===== src/rtl/instr_fetch_queue.sv =====
// ---------------------------------------------------------------------------
// instr_fetch_queue
//
// Fetch stage feeding decode. Owns the program counter, drives the address of
// a combinational, byte-addressed instruction ROM, and captures one word per
// cycle into a small FIFO. Decode consumes the FIFO head with a valid/ready
// handshake. A redirect flushes the queue and restarts fetch at a new PC. An
// illegal fetch address (misaligned or outside the ROM window) enqueues a
// single fault entry carrying a NOP (0x00000013). Fetch then stops until the
// next redirect.
//
// Ports
//   clk             in   1    clock, rising edge
//   rst_n           in   1    asynchronous reset, active low
//   rom_addr        out  AW   byte address to ROM (always pc_q)
//   rom_dout        in   DW   instruction word returned by ROM this cycle
//   redirect_valid  in   1    flush queue, restart fetch at redirect_pc
//   redirect_pc     in   AW   new fetch address
//   out_valid       out  1    head entry valid
//   out_ready       in   1    decode accepts the head entry
//   out_instr       out  DW   head instruction
//   out_pc          out  AW   PC of head instruction
//   out_fault       out  1    head entry is a fetch fault
// ---------------------------------------------------------------------------
module instr_fetch_queue #(
    parameter int                         ADDRESS_WIDTH = 32,
    parameter int                         DATA_WIDTH    = 32,
    parameter int                         DEPTH         = 4,
    parameter logic [ADDRESS_WIDTH-1:0]   RESET_PC      = 32'hBFC00000,
    parameter logic [ADDRESS_WIDTH-1:0]   ROM_BASE      = 32'hBFC00000,
    parameter logic [ADDRESS_WIDTH-1:0]   ROM_LIMIT     = 32'hBFC00FFF
) (
    input  logic                      clk,
    input  logic                      rst_n,
    output logic [ADDRESS_WIDTH-1:0]  rom_addr,
    input  logic [DATA_WIDTH-1:0]     rom_dout,
    input  logic                      redirect_valid,
    input  logic [ADDRESS_WIDTH-1:0]  redirect_pc,
    output logic                      out_valid,
    input  logic                      out_ready,
    output logic [DATA_WIDTH-1:0]     out_instr,
    output logic [ADDRESS_WIDTH-1:0]  out_pc,
    output logic                      out_fault
);

    localparam int PTR_W = $clog2(DEPTH);
    localparam int CNT_W = PTR_W + 1;

    localparam logic [CNT_W-1:0]         DEPTH_C    = CNT_W'(DEPTH);
    // The highest address at which a full 32-bit word still fits in the ROM.
    localparam logic [ADDRESS_WIDTH-1:0] LAST_FETCH = ROM_LIMIT - ADDRESS_WIDTH'(3);
    localparam logic [DATA_WIDTH-1:0]    NOP_INSTR  = DATA_WIDTH'(32'h00000013);

    localparam logic [0:0] STATE_RUN   = 1'b0;
    localparam logic [0:0] STATE_FAULT = 1'b1;

    typedef struct packed {
        logic                     fault;
        logic [ADDRESS_WIDTH-1:0] pc;
        logic [DATA_WIDTH-1:0]    instr;
    } entry_t;

    logic [ADDRESS_WIDTH-1:0] pc_q,     pc_d;
    logic [0:0]               state_q,  state_d;
    logic [CNT_W-1:0]         count_q,  count_d;
    logic [PTR_W-1:0]         rd_ptr_q, rd_ptr_d;
    logic [PTR_W-1:0]         wr_ptr_q, wr_ptr_d;
    entry_t                   fifo_q [DEPTH];
    entry_t                   fifo_d [DEPTH];

    logic   pop;
    logic   space;
    logic   bad;
    logic   push;
    entry_t wr_entry;

    assign rom_addr  = pc_q;
    assign out_valid = (count_q != '0);
    // The head is read straight from storage, so a word written at an edge is
    // visible right after that edge without a bypass from rom_dout.
    assign out_instr = fifo_q[rd_ptr_q].instr;
    assign out_pc    = fifo_q[rd_ptr_q].pc;
    assign out_fault = fifo_q[rd_ptr_q].fault;

    always_comb begin
        pop   = out_valid & out_ready;
        // A pop frees a slot in the same cycle, so a full queue still streams.
        space = (count_q < DEPTH_C) | pop;
        bad   = (pc_q[1:0] != 2'b00) | (pc_q < ROM_BASE) | (pc_q > LAST_FETCH);
    end

    always_comb begin
        // NOTE: every signal gets a default first so no path leaves it
        // unassigned; otherwise synthesis infers a latch.
        pc_d     = pc_q;
        state_d  = state_q;
        count_d  = count_q;
        rd_ptr_d = rd_ptr_q;
        wr_ptr_d = wr_ptr_q;
        fifo_d   = fifo_q;
        push     = 1'b0;
        wr_entry = '0;

        if (redirect_valid) begin
            // Redirect wins over enqueue and pop. Any pop this cycle is
            // discarded along with the rest of the queue.
            pc_d     = redirect_pc;
            state_d  = STATE_RUN;
            count_d  = '0;
            rd_ptr_d = '0;
            wr_ptr_d = '0;
        end else begin
            if ((state_q == STATE_RUN) && space) begin
                push = 1'b1;
                if (bad) begin
                    wr_entry = '{fault: 1'b1, pc: pc_q, instr: NOP_INSTR};
                    state_d  = STATE_FAULT;
                end else begin
                    wr_entry = '{fault: 1'b0, pc: pc_q, instr: rom_dout};
                    pc_d     = pc_q + ADDRESS_WIDTH'(4);
                end
            end

            if (push) begin
                fifo_d[wr_ptr_q] = wr_entry;
                wr_ptr_d         = wr_ptr_q + PTR_W'(1);
            end
            if (pop) begin
                rd_ptr_d = rd_ptr_q + PTR_W'(1);
            end
            count_d = count_q + CNT_W'(push) - CNT_W'(pop);
        end
    end

    // NOTE: sequential state uses non-blocking assignments so every flop
    // samples its pre-edge value regardless of statement order.
    always_ff @(posedge clk or negedge rst_n) begin
        if (!rst_n) begin
            pc_q     <= RESET_PC;
            state_q  <= STATE_RUN;
            count_q  <= '0;
            rd_ptr_q <= '0;
            wr_ptr_q <= '0;
            // NOTE: the storage is reset, unlike a typical RAM. The head
            // outputs read it directly and must be zero out of reset.
            for (int i = 0; i < DEPTH; i++) begin
                fifo_q[i] <= '0;
            end
        end else begin
            pc_q     <= pc_d;
            state_q  <= state_d;
            count_q  <= count_d;
            rd_ptr_q <= rd_ptr_d;
            wr_ptr_q <= wr_ptr_d;
            fifo_q   <= fifo_d;
        end
    end

endmodule


===== config.mk =====
export PLATFORM = sky130hd
export DESIGN_NAME = instr_fetch_queue
export DESIGN_NICKNAME = d
export VERILOG_FILES = /design/src/rtl/instr_fetch_queue.sv
export SDC_FILE = /design/constraint.sdc
export NUM_CORES = 1
export LEC_CHECK = 0
export ABC_AREA = 1
export CAP_MARGIN = 0
export CORE_MARGIN = 3
export CORE_UTILIZATION = 50
export CTS_BUF_LIST = sky130_fd_sc_hd__clkbuf_4
export CTS_CLUSTER_DIAMETER = 30
export DETAILED_ROUTE_END_ITERATION = 10
export GPL_TIMING_DRIVEN = 1
export HOLD_SLACK_MARGIN = 0.12
export PLACE_DENSITY = 0.85
export RECOVER_POWER = 50
export SLEW_MARGIN = 25
export SYNTH_ARGS = -nofsm -noshare
export SYNTH_HDL_FRONTEND = slang
export SYNTH_SLANG_ARGS = --single-unit

===== constraint.sdc =====
create_clock -name clk -period 2.36 [get_ports clk]
set_input_delay 0.354 -clock clk [delete_from_list [all_inputs] [get_ports clk]]
set_output_delay 0.354 -clock clk [all_outputs]
set_load 0.01 [all_outputs]

## Yosys cells after proc, flatten, opt, wreduce, memory -nomap -nowiden

Cells that the tools add are included.

- Add/sub/neg operators: 5
- $lt $le $gt $ge: 6
- Equality and inequality tests: 1
- Muxes and demuxes: 22
- Bitwise gates (word level): 8
- Reductions and logical operators: 11

Operators by type and width:

| operator | number |
|---|---|
| 2-to-1 mux 65 bit | 6 |
| bitwise mux 260 bit | 1 |
| binary-select mux 65 bit (select 2 bit) | 1 |
| demux 65 bit (select 2 bit) | 1 |
| 2-to-1 mux 32 bit | 3 |
| adder 32 x 3 -> 32 bit (second input constant) | 1 |
| greater-than comparator 32 bit (second input constant) | 1 |
| less-than comparator 32 bit (second input constant) | 1 |
| nonzero test 2 bit | 5 |
| 2-to-1 mux 2 bit | 4 |
| >= comparator 3 bit (second input constant) | 2 |
| NOT 2 -> 3 bit | 2 |
| AND reduction 2 bit | 3 |
| 2-to-1 mux 1 bit | 5 |
| adder 2 x 1 -> 2 bit (second input constant) | 2 |
| adder 3 x 1 -> 3 bit | 1 |
| less-than comparator 3 x 1 -> 1 bit (second input constant) | 1 |
| less-than comparator 3 bit (second input constant) | 1 |
| 2-to-1 mux 3 bit | 1 |
| OR 1 bit | 3 |
| nonzero test 3 bit | 1 |
| subtractor 3 x 1 -> 3 bit | 1 |
| logical AND 1 bit | 2 |
| != test 2 bit (second input constant) | 1 |
| 2 further kinds | 3 |

- Register bits: 300
- Input port bits: 68
- Output and inout bits: 98
- Logic and storage cells: 70

## Longest topological paths before layout

Gate-level depths: netlist (run 1).

- Word-level depth: 9
- Mapped depth: 11
- Gate-level depth less buffers: 11

## Worst setup path before layout (run 1)

OpenSTA, ideal clock, no wires.

- Path type: register -> register
- From: register count_q[1]
- To: register count_q[2]
- Library setup time: 124 ps
- Arrival time: 1,787 ps
- Required time: 2,236 ps
- Path slack: 449 ps
- Stages on the path, launching flop included: 12
- Path buffers: 0
- Period minus slack after synthesis: 1,911 ps
- Cell sequence: dfrtp_1 -> nor2_1 -> nand2_1 -> nand2_1 -> inv_1 -> ha_1 -> inv_1 -> ha_1 -> inv_1 -> fa_1 -> o21ai_0 -> a21oi_1

- Cells in the longest elaborated chain, start to end: 9
- Elaborated cells between the ends (all ways): 10
- Classes of those cells: add/sub (2); order compare (1); mux (3); bitwise (2); reduce/logical (2)

RTL lines:

| element | line | RTL |
|---|---|---|
| from (decl) | 65 | `logic [CNT_W-1:0] count_q, count_d;` |
| from (signal assigned) | 152 | `count_q <= count_d;` |
| nonzero test 3 bit (*) | 78 | `assign out_valid = (count_q != '0);` |
| named net out_valid | 39 | `output logic out_valid,` |
| bitwise AND 1 bit (*) | 86 | `pop = out_valid & out_ready;` |
| OR 1 bit | 88 | `space = (count_q < DEPTH_C) \| pop;` |
| logical AND 1 bit | 113 | `if ((state_q == STATE_RUN) && space) begin` |
| 2-to-1 mux 1 bit | 113 |  |
| 2-to-1 mux 1 bit | 104 | `if (redirect_valid) begin` |
| adder 3 x 1 -> 3 bit | 131 | `count_d = count_q + CNT_W'(push) - CNT_W'(pop);` |
| subtractor 3 x 1 -> 3 bit (*) | 131 |  |
| 2-to-1 mux 3 bit (*) | 104 |  |
| named net count_d[2] | 65 |  |

Mark *: on every way through the listed nets, which the timed path passes. The rest lies on a longest branch. The select of a mux whose other input is x is not followed.
A chain may end at the register's enable or synchronous reset.

## Worst setup path in the final report (run 1)

- From: register rd_ptr_q[0]
- To: output out_instr[27]

- Cells in the longest elaborated chain, start to end: 4

RTL lines:

| element | line | RTL |
|---|---|---|
| from (decl) | 66 | `logic [PTR_W-1:0] rd_ptr_q, rd_ptr_d;` |
| from (signal assigned) | 153 | `rd_ptr_q <= rd_ptr_d;` |
| NOT 2 -> 3 bit (implied by the code) | 81 | `assign out_instr = fifo_q[rd_ptr_q].instr;` |
| binary-select mux 65 bit (select 2 bit) | 81 |  |
| 2-to-1 mux 65 bit (2 in series) | n/a |  |
| to (decl) | 41 | `output logic [DATA_WIDTH-1:0] out_instr,` |

Every way passes these cells. The select of a mux whose other input is x is not followed.

==> flow_summary.json, run 1 <==
{
  "route.detailed.drc": 0,
  "grt_use_total_pct": 28.6,
  "first_pass_iters": 6,
  "clkPwrFrac_pct": 26.7,
  "max_freq_ghz": 0.401,
  "drive_gt1_share_pct": 25.9,
  "startpoint_type": "flip-flop",
  "fill_cells": 2088,
  "max_slew_margin_pct": 10.4,
  "gr-total-overflow": 0,
  "async_flop_share_pct": 100,
  "worst_ep_required_time_ns": 2.01,
  "power_density_mw_per_mm2": 1020,
  "ir_worst_vdd_uv": 610,
  "path_clk_slew_ns": 0.06,
  "violations": "setup timing",
  "setup_viol": 61,
  "synth-edff-count": 0,
  "place_area_sq_mm": 0.0161,
  "worst_slew_pin_slew_ns": 1.34,
  "drt-total-wl_um": 44400,
  "crit_path_end_kind": "primary output",
  "grt_setup_unrepaired": "true",
  "start_util_pct": 51.3,
  "period_share_pct": 106,
  "die_y_um": 173,
  "rows": 60,
  "fin_area_sq_mm": 0.0184,
  "syn_avg_cell_area_sq_um": 8.67,
  "synthFlopType": "dfrtp_1",
  "synth_top_area_share_pct": 52.2,
  "synth-seq-cells": 300,
  "worstPathArrival_ns": 2.14,
  "fin_nets": 1908,
  "hold_viol": 0,
  "clock-root-buffer": "clkbuf_4",
  "place.gp.congestion": 0.876,
  "maxCapViolCount": 0,
  "p_int_mw": 12.0,
  "synth_area_leaders": "dfrtp_1, nand2_1, o21ai_0",
  "syn_inst": 1610,
  "power_frac_seq_pct": 37.1,
  "portBuffers": 165,
  "hold_path.class": "in -> reg",
  "yosys.area.top_type": "dfrtp_1",
  "synth.most_common_cell": "nand2_1",
  "htreeDepth": 3,
  "grt_pass1_vias": 13300,
  "drtIter0Drc": 1214,
  "dr_total_vias": 13100,
  "cts_buffer_depth": 3,
  "netSwitchingFraction_pct": 36.3,
  "area_growth_pct": 32.0,
  "grt_pass1_wl_um": 69700,
  "coreArea_sq_mm": 0.0272,
  "synth_area_sq_mm": 0.0140,
  "comb_power_share_pct": 36.2,
  "wl_per_cell_um": 19.5,
  "die_area_sq_mm": 0.0299,
  "vias_per_cell": 5.75,
  "cts.sink_count": 300,
  "ioPinCount": 166,
  "setup_ws_ns": -0.134,
  "antenna_found_initial": 2,
  "skew_ns": 0.0669,
  "critical_path_class": "reg -> out",
  "switching_power_mw": 6.85,
  "yosys-top-cells-count": "nand2_1, dfrtp_1, o21ai_0, nor2_1, o21ai_1",
  "clk_latency_ns": 0.72,
  "status": "finished with violations",
  "synth_cell_types": 37,
  "synth_nets": 1686,
  "final_antenna_net_count": 0,
  "ys_warn_count": 0,
  "post-dp-hpwl_um": 24000,
  "crit_path_max_fanout": 6,
  "grt_start_max_net_pins": 87,
  "cts_tree": "yes",
  "drv_slew": 0,
  "fin_crit_ns": 2.49,
  "p_leak_nw": 8.54,
  "seq_area_frac_synth_pct": 53.9,
  "die_x_um": 173,
  "cts_buffers": 85,
  "tns_ns": -3.93
}
[kinds of logic (layout without fill, tap and decap cells)]
group / count (synthesis) / count (layout) / synth area share, %
simple gates: 614 / 614 / 19.0
compound gates: 500 / 500 / 19.4
flops: 300 / 300 / 53.9
buf+inv: 178 / 468 / 6.20
fa+ha+maj: 8 / 8 / 0.771
xor+xnor: 7 / 7 / 0.439
mux: 3 / 3 / 0.269
other cells: 0 / 1 / 0
[power by group through the flow]
stage | Combinational (mW) | Clock [mW] | Sequential, mW
final | 6.84 | 5.03 | 7.01
after global routing | 7.36 | 5.45 | 7.12
after CTS | 6.25 | 5.09 | 6.92
after detailed placement | 5.50 | 0 | 6.94
after global placement | 5.36 | 0 | 6.89
after floorplan | 2.97 | 0 | 6.77
[sequential cells by signal, summed over array words and instances (netlist names)]
| name | flops |
|---|---|
| rom_addr | 32 |
| state_q | 1 |
| fifo_q | 260 |
| wr_ptr_q | 2 |
| rd_ptr_q | 2 |
| count_q | 3 |
[path summary, 6_finish.rpt]
path | startpoint | endpoint | slack [ns] | cells after the start
worst max-delay path | rd_ptr_q[0]$_DFFE_PN0P_ | out_instr[27] | -0.13 | 7
worst min-delay path | redirect_pc[23] | rom_addr[23]$_DFFE_PN1P_ | 0.19 | 3
worst max register to register | count_q[2]$_DFF_PN0_ | fifo_q[4]$_DFFE_PN0P_ | -0.01 | 7
worst min register to register | fifo_q[161]$_DFFE_PN0P_ | fifo_q[161]$_DFFE_PN0P_ | 0.48 | 2
max in group asynchronous | rst_n | rd_ptr_q[1]$_DFFE_PN0P_ | 0.29 | 3
min in group asynchronous | rst_n | fifo_q[251]$_DFFE_PN0P_ | 0.51 | 2
[through the flow]
| step | cells | setup WS (ns) | util [%] | hold slack, ns | power, mW |
|---|---|---|---|---|---|
| CTS | 2266 | -0.123 | 66.2 | 0.149 | 18.3 |
| detailed placement | 2077 | 0.0381 | 59.2 | 0.306 | 12.4 |
| floorplan | 1610 | 0.449 | - | 0.0584 | 9.74 |
| global placement | 2077 | 0.0740 | 59.2 | 0.304 | 12.2 |
| global route | 2273 | -0.211 | 67.8 | 0.166 | 19.9 |
| finish | 2273 | -0.134 | 67.8 | 0.192 | 18.9 |
[per-layer routing]
layer	share of wire (%)	GRT usage, %	wire length, um	vias to the layer above
li1	-	-	-	5886
met1	38	35.5	16900	6308
met2	48	46.7	21500	743
met3	9.5	8.04	4230	140
met4	4.0	13.3	1770	2
met5	0.029	0	13	-
[area by class of cell]
type                            count  area [sq um]  area share, %
Clock inverter                     22           151          0.822
Tap cell                          372           465           2.53
Sequential cell                   300          7520           40.8
Multi-Input combinational cell   1132          6250           33.9
Inverter                           68           284           1.54
Clock buffer                      133           998           5.42
Antenna cell                        1          2.50         0.0136
Timing Repair Buffer              243          2730           14.8
Timing Repair inverter              2          27.5          0.149
[repair_timing]
action	4_1_cts	5_1_grt
pin swaps	50	29
setup endpoints to repair	65	65
endpoints found under the hold margin	292	0
setup buffers	18	0
gates cloned	17	6
resized for setup	458	85
hold buffers	1	0
[worst max-delay path: stages (launching register included)]
cell and delay, ns:
dfrtp_4 0.50, buf_12 0.16, buf_8 0.13, buf_12 0.13, buf_16 0.14, o21ai_2 0.13
o22ai_2 0.12, buf_6 0.14
[layout by cell type, fill, tap and decap left out, drive strengths merged]
cell,count
nor3,4
clkinvlp,1
dlygate4sd3,1
xnor2,1
diode,1
nand2,394
clkinv,17
ha,7
fa,1
nand3,18
nor2,192
o211ai,6
xor2,6
clkbuf,142
dfstp,9
inv,72
nand2b,1
mux2,3
dfrtp,291
a22o,1
o21a,1
o22ai,68
clkdlybuf4s50,98
o21ai,397
nand4,3
buf,135
a21oi,27
bufinv,2
or2,2
Power figures use the tool's default switching activity.
==> run 2, diff against run 1 <==
--- a/config.mk
+++ b/config.mk
@@ -9,7 +9,7 @@
 export CAP_MARGIN = 0
 export CORE_MARGIN = 3
 export CORE_UTILIZATION = 50
-export CTS_BUF_LIST = sky130_fd_sc_hd__clkbuf_4
+export CTS_BUF_LIST = sky130_fd_sc_hd__clkbuf_8
 export CTS_CLUSTER_DIAMETER = 30
 export DETAILED_ROUTE_END_ITERATION = 10
 export GPL_TIMING_DRIVEN = 1
==> constraint.sdc (replaced) <==
create_clock -name clk -period 2.47 [get_ports clk]
set_input_delay 0.3705 -clock clk [delete_from_list [all_inputs] [get_ports clk]]
set_output_delay 0.3705 -clock clk [all_outputs]
set_load 0.01 [all_outputs]
==> flow_summary.json, run 2 (synthesis results as in run 1) <==
{
  "start_util_pct": 51.3,
  "dr_total_vias": 12400,
  "grt_use_total_pct": 26.2,
  "tns_ns": 0,
  "fill_cells": 2201,
  "comb_power_share_pct": 29.5,
  "gr-total-overflow": 0,
  "netSwitchingFraction_pct": 34.1,
  "die_x_um": 173,
  "violations": "capacitance limit, slew limit",
  "worstPathArrival_ns": 2.09,
  "drt-total-wl_um": 39400,
  "clkPwrFrac_pct": 32.6,
  "worst_slew_pin_slew_ns": 1.72,
  "mostFrequentLayoutCells": "nand2_1, dfrtp_1, o21ai_0",
  "final_common_cell": "nand2_1",
  "grt_pass1_wl_um": 64700,
  "hold_path.class": "in -> reg",
  "startpoint_type": "flip-flop",
  "clock-root-buffer": "clkbuf_8",
  "crit_buf_inv": 3,
  "clk_latency_ns": 0.57,
  "num_antenna_cells": 0,
  "max_slew_margin_pct": -14.4,
  "first_pass_iters": 5,
  "crit_path_end_kind": "primary output",
  "hold_slack_ns": 0.311,
  "final_util_pct": 64.3,
  "setup_ws_ns": 0.00811,
  "multiInputGateArea_sq_mm": 0.00563,
  "drv_slew": 100,
  "slowest_stage": "dfrtp_4",
  "cts_tree": "yes",
  "largest-register": "fifo_q",
  "hold_viol": 0,
  "drive_gt1_share_pct": 15.4,
  "htreeDepth": 3,
  "dp_slack_ns": 0.124,
  "grt_pass1_vias": 12600,
  "holdPathStages": 2,
  "setup_viol": 0,
  "ioPinCount": 166,
  "ir_worst_vdd_uv": 649,
  "area_growth_pct": 25.3,
  "max_freq_ghz": 0.406,
  "p_leak_nw": 8.21,
  "vias_per_cell": 5.63,
  "p_int_mw": 11.5,
  "place.gp.congestion": 0.888,
  "r2r_cells": 8,
  "largest_reg_flops": 260,
  "power_density_mw_per_mm2": 998,
  "power_frac_seq_pct": 37.8,
  "register_area_sq_mm": 0.00752,
  "cts_buffers": 66,
  "die_y_um": 173,
  "status": "finished with violations",
  "slowest_delay_ns": 0.51,
  "worst_ep_required_time_ns": 2.10,
  "cts_buffer_depth": 3,
  "cp_top_family": "buffers and inverters",
  "rows": 60,
  "post-dp-hpwl_um": 24500,
  "dp.cells": 2075,
  "coreArea_sq_mm": 0.0272,
  "die_area_sq_mm": 0.0299,
  "maxCapViolCount": 2,
  "fin_crit_ns": 2.46,
  "drtIter0Drc": 1115,
  "switching_power_mw": 5.95,
  "grt_start_max_net_pins": 77,
  "fin_cells": 2204,
  "period_share_pct": 99.7,
  "fin_nets": 1857,
  "grt_setup_unrepaired": "true",
  "crit_path_max_fanout": 30,
  "cts.sink_count": 300,
  "antenna_found_initial": 1,
  "final_antenna_net_count": 0,
  "path_clk_slew_ns": 0.05,
  "skew_ns": 0.0295,
  "route.detailed.drc": 0,
  "cp_num_cells": 5,
  "critical_path.cell_chain": "clkinv_16 -> buf_4 -> o21ai_0 -> o22ai_2 -> clkdlybuf4s15_2",
  "wl_per_cell_um": 17.9,
  "critical_path_class": "reg -> out",
  "portBuffers": 165
}
-- run 2: changes by cell type in the layout (fill, tap and decap cells not counted), moves of 15 or more --
cell           previous run  this run
buf_16                   18         3
clkbuf_4                134         2
o22ai_2                  28         6
nor2_2                   25         2
nor2_4                   17         1
dlygate4sd2_1             0        27
o21ai_2                  58        33
clkbuf_8                  0        80
buf_2                    61         3
clkbuf_2                  2        29
o22ai_1                  38        62
o21ai_0                 156       195
o21ai_4                  17         0
nor2_1                  149       187
-- run 2: what timing repair did --
item | CTS | global route
pin swaps | 1 | 5
setup endpoints to repair | 65 | 58
gates cloned | 2 | 2
hold buffers | 1 | 0
setup buffers | 5 | 1
endpoints found under the hold margin | 59 | 0
resized for setup | 108 | 102
-- run 2: final cells by class --
class | count | share of cell area (%)
flip-flops and latches | 300 | 43.0
well taps | 372 | 2.66
multi-input cells | 1132 | 32.2
clock buffers | 80 | 6.30
inverters | 68 | 1.65
repair buffers | 213 | 12.3
clock inverters | 39 | 1.82
-- run 2: power groups by stage --
stage / Sequential [mW] / Combinational [mW] / Clock, mW
floorplan: 6.47 / 2.84 / 0
global placement: 6.58 / 5.06 / 0
detailed placement: 6.63 / 5.23 / 0
CTS: 6.57 / 5.14 / 5.77
global route: 6.71 / 5.69 / 6.03
finish: 6.60 / 5.15 / 5.70
-- run 2: path summary, 6_finish.rpt --
path                                     startpoint                       to  slack [ns]
setup / recovery            rd_ptr_q[0]$_DFFE_PN0P_               out_pc[15]       0.008
hold / removal                       redirect_valid     count_q[0]$_DFF_PN0_        0.31
setup reg to reg           rom_addr[24]$_DFFE_PN1P_  rom_addr[8]$_DFFE_PN0P_        0.18
hold reg to reg             fifo_q[174]$_DFFE_PN0P_  fifo_q[174]$_DFFE_PN0P_        0.48
max in group asynchronous                     rst_n  rd_ptr_q[0]$_DFFE_PN0P_        0.34
min in group asynchronous                     rst_n  fifo_q[218]$_DFFE_PN0P_        0.80
-- run 2: metal layers --
metal,vias to the layer above,routed length (um),GRT usage (%)
li1,5725,-,-
met1,5900,15600,33.7
met2,671,18900,43.0
met3,108,3780,7.09
met4,2,1020,9.09
met5,-,14,0
-- run 2: through the flow --
step | power (mW) | instance area [sq um]
after floorplan | 9.31 | 14000
after global placement | 11.6 | 16000
after detailed placement | 11.9 | 16000
after CTS | 17.5 | 17600
after global routing | 18.4 | 17500
final | 17.4 | 17500
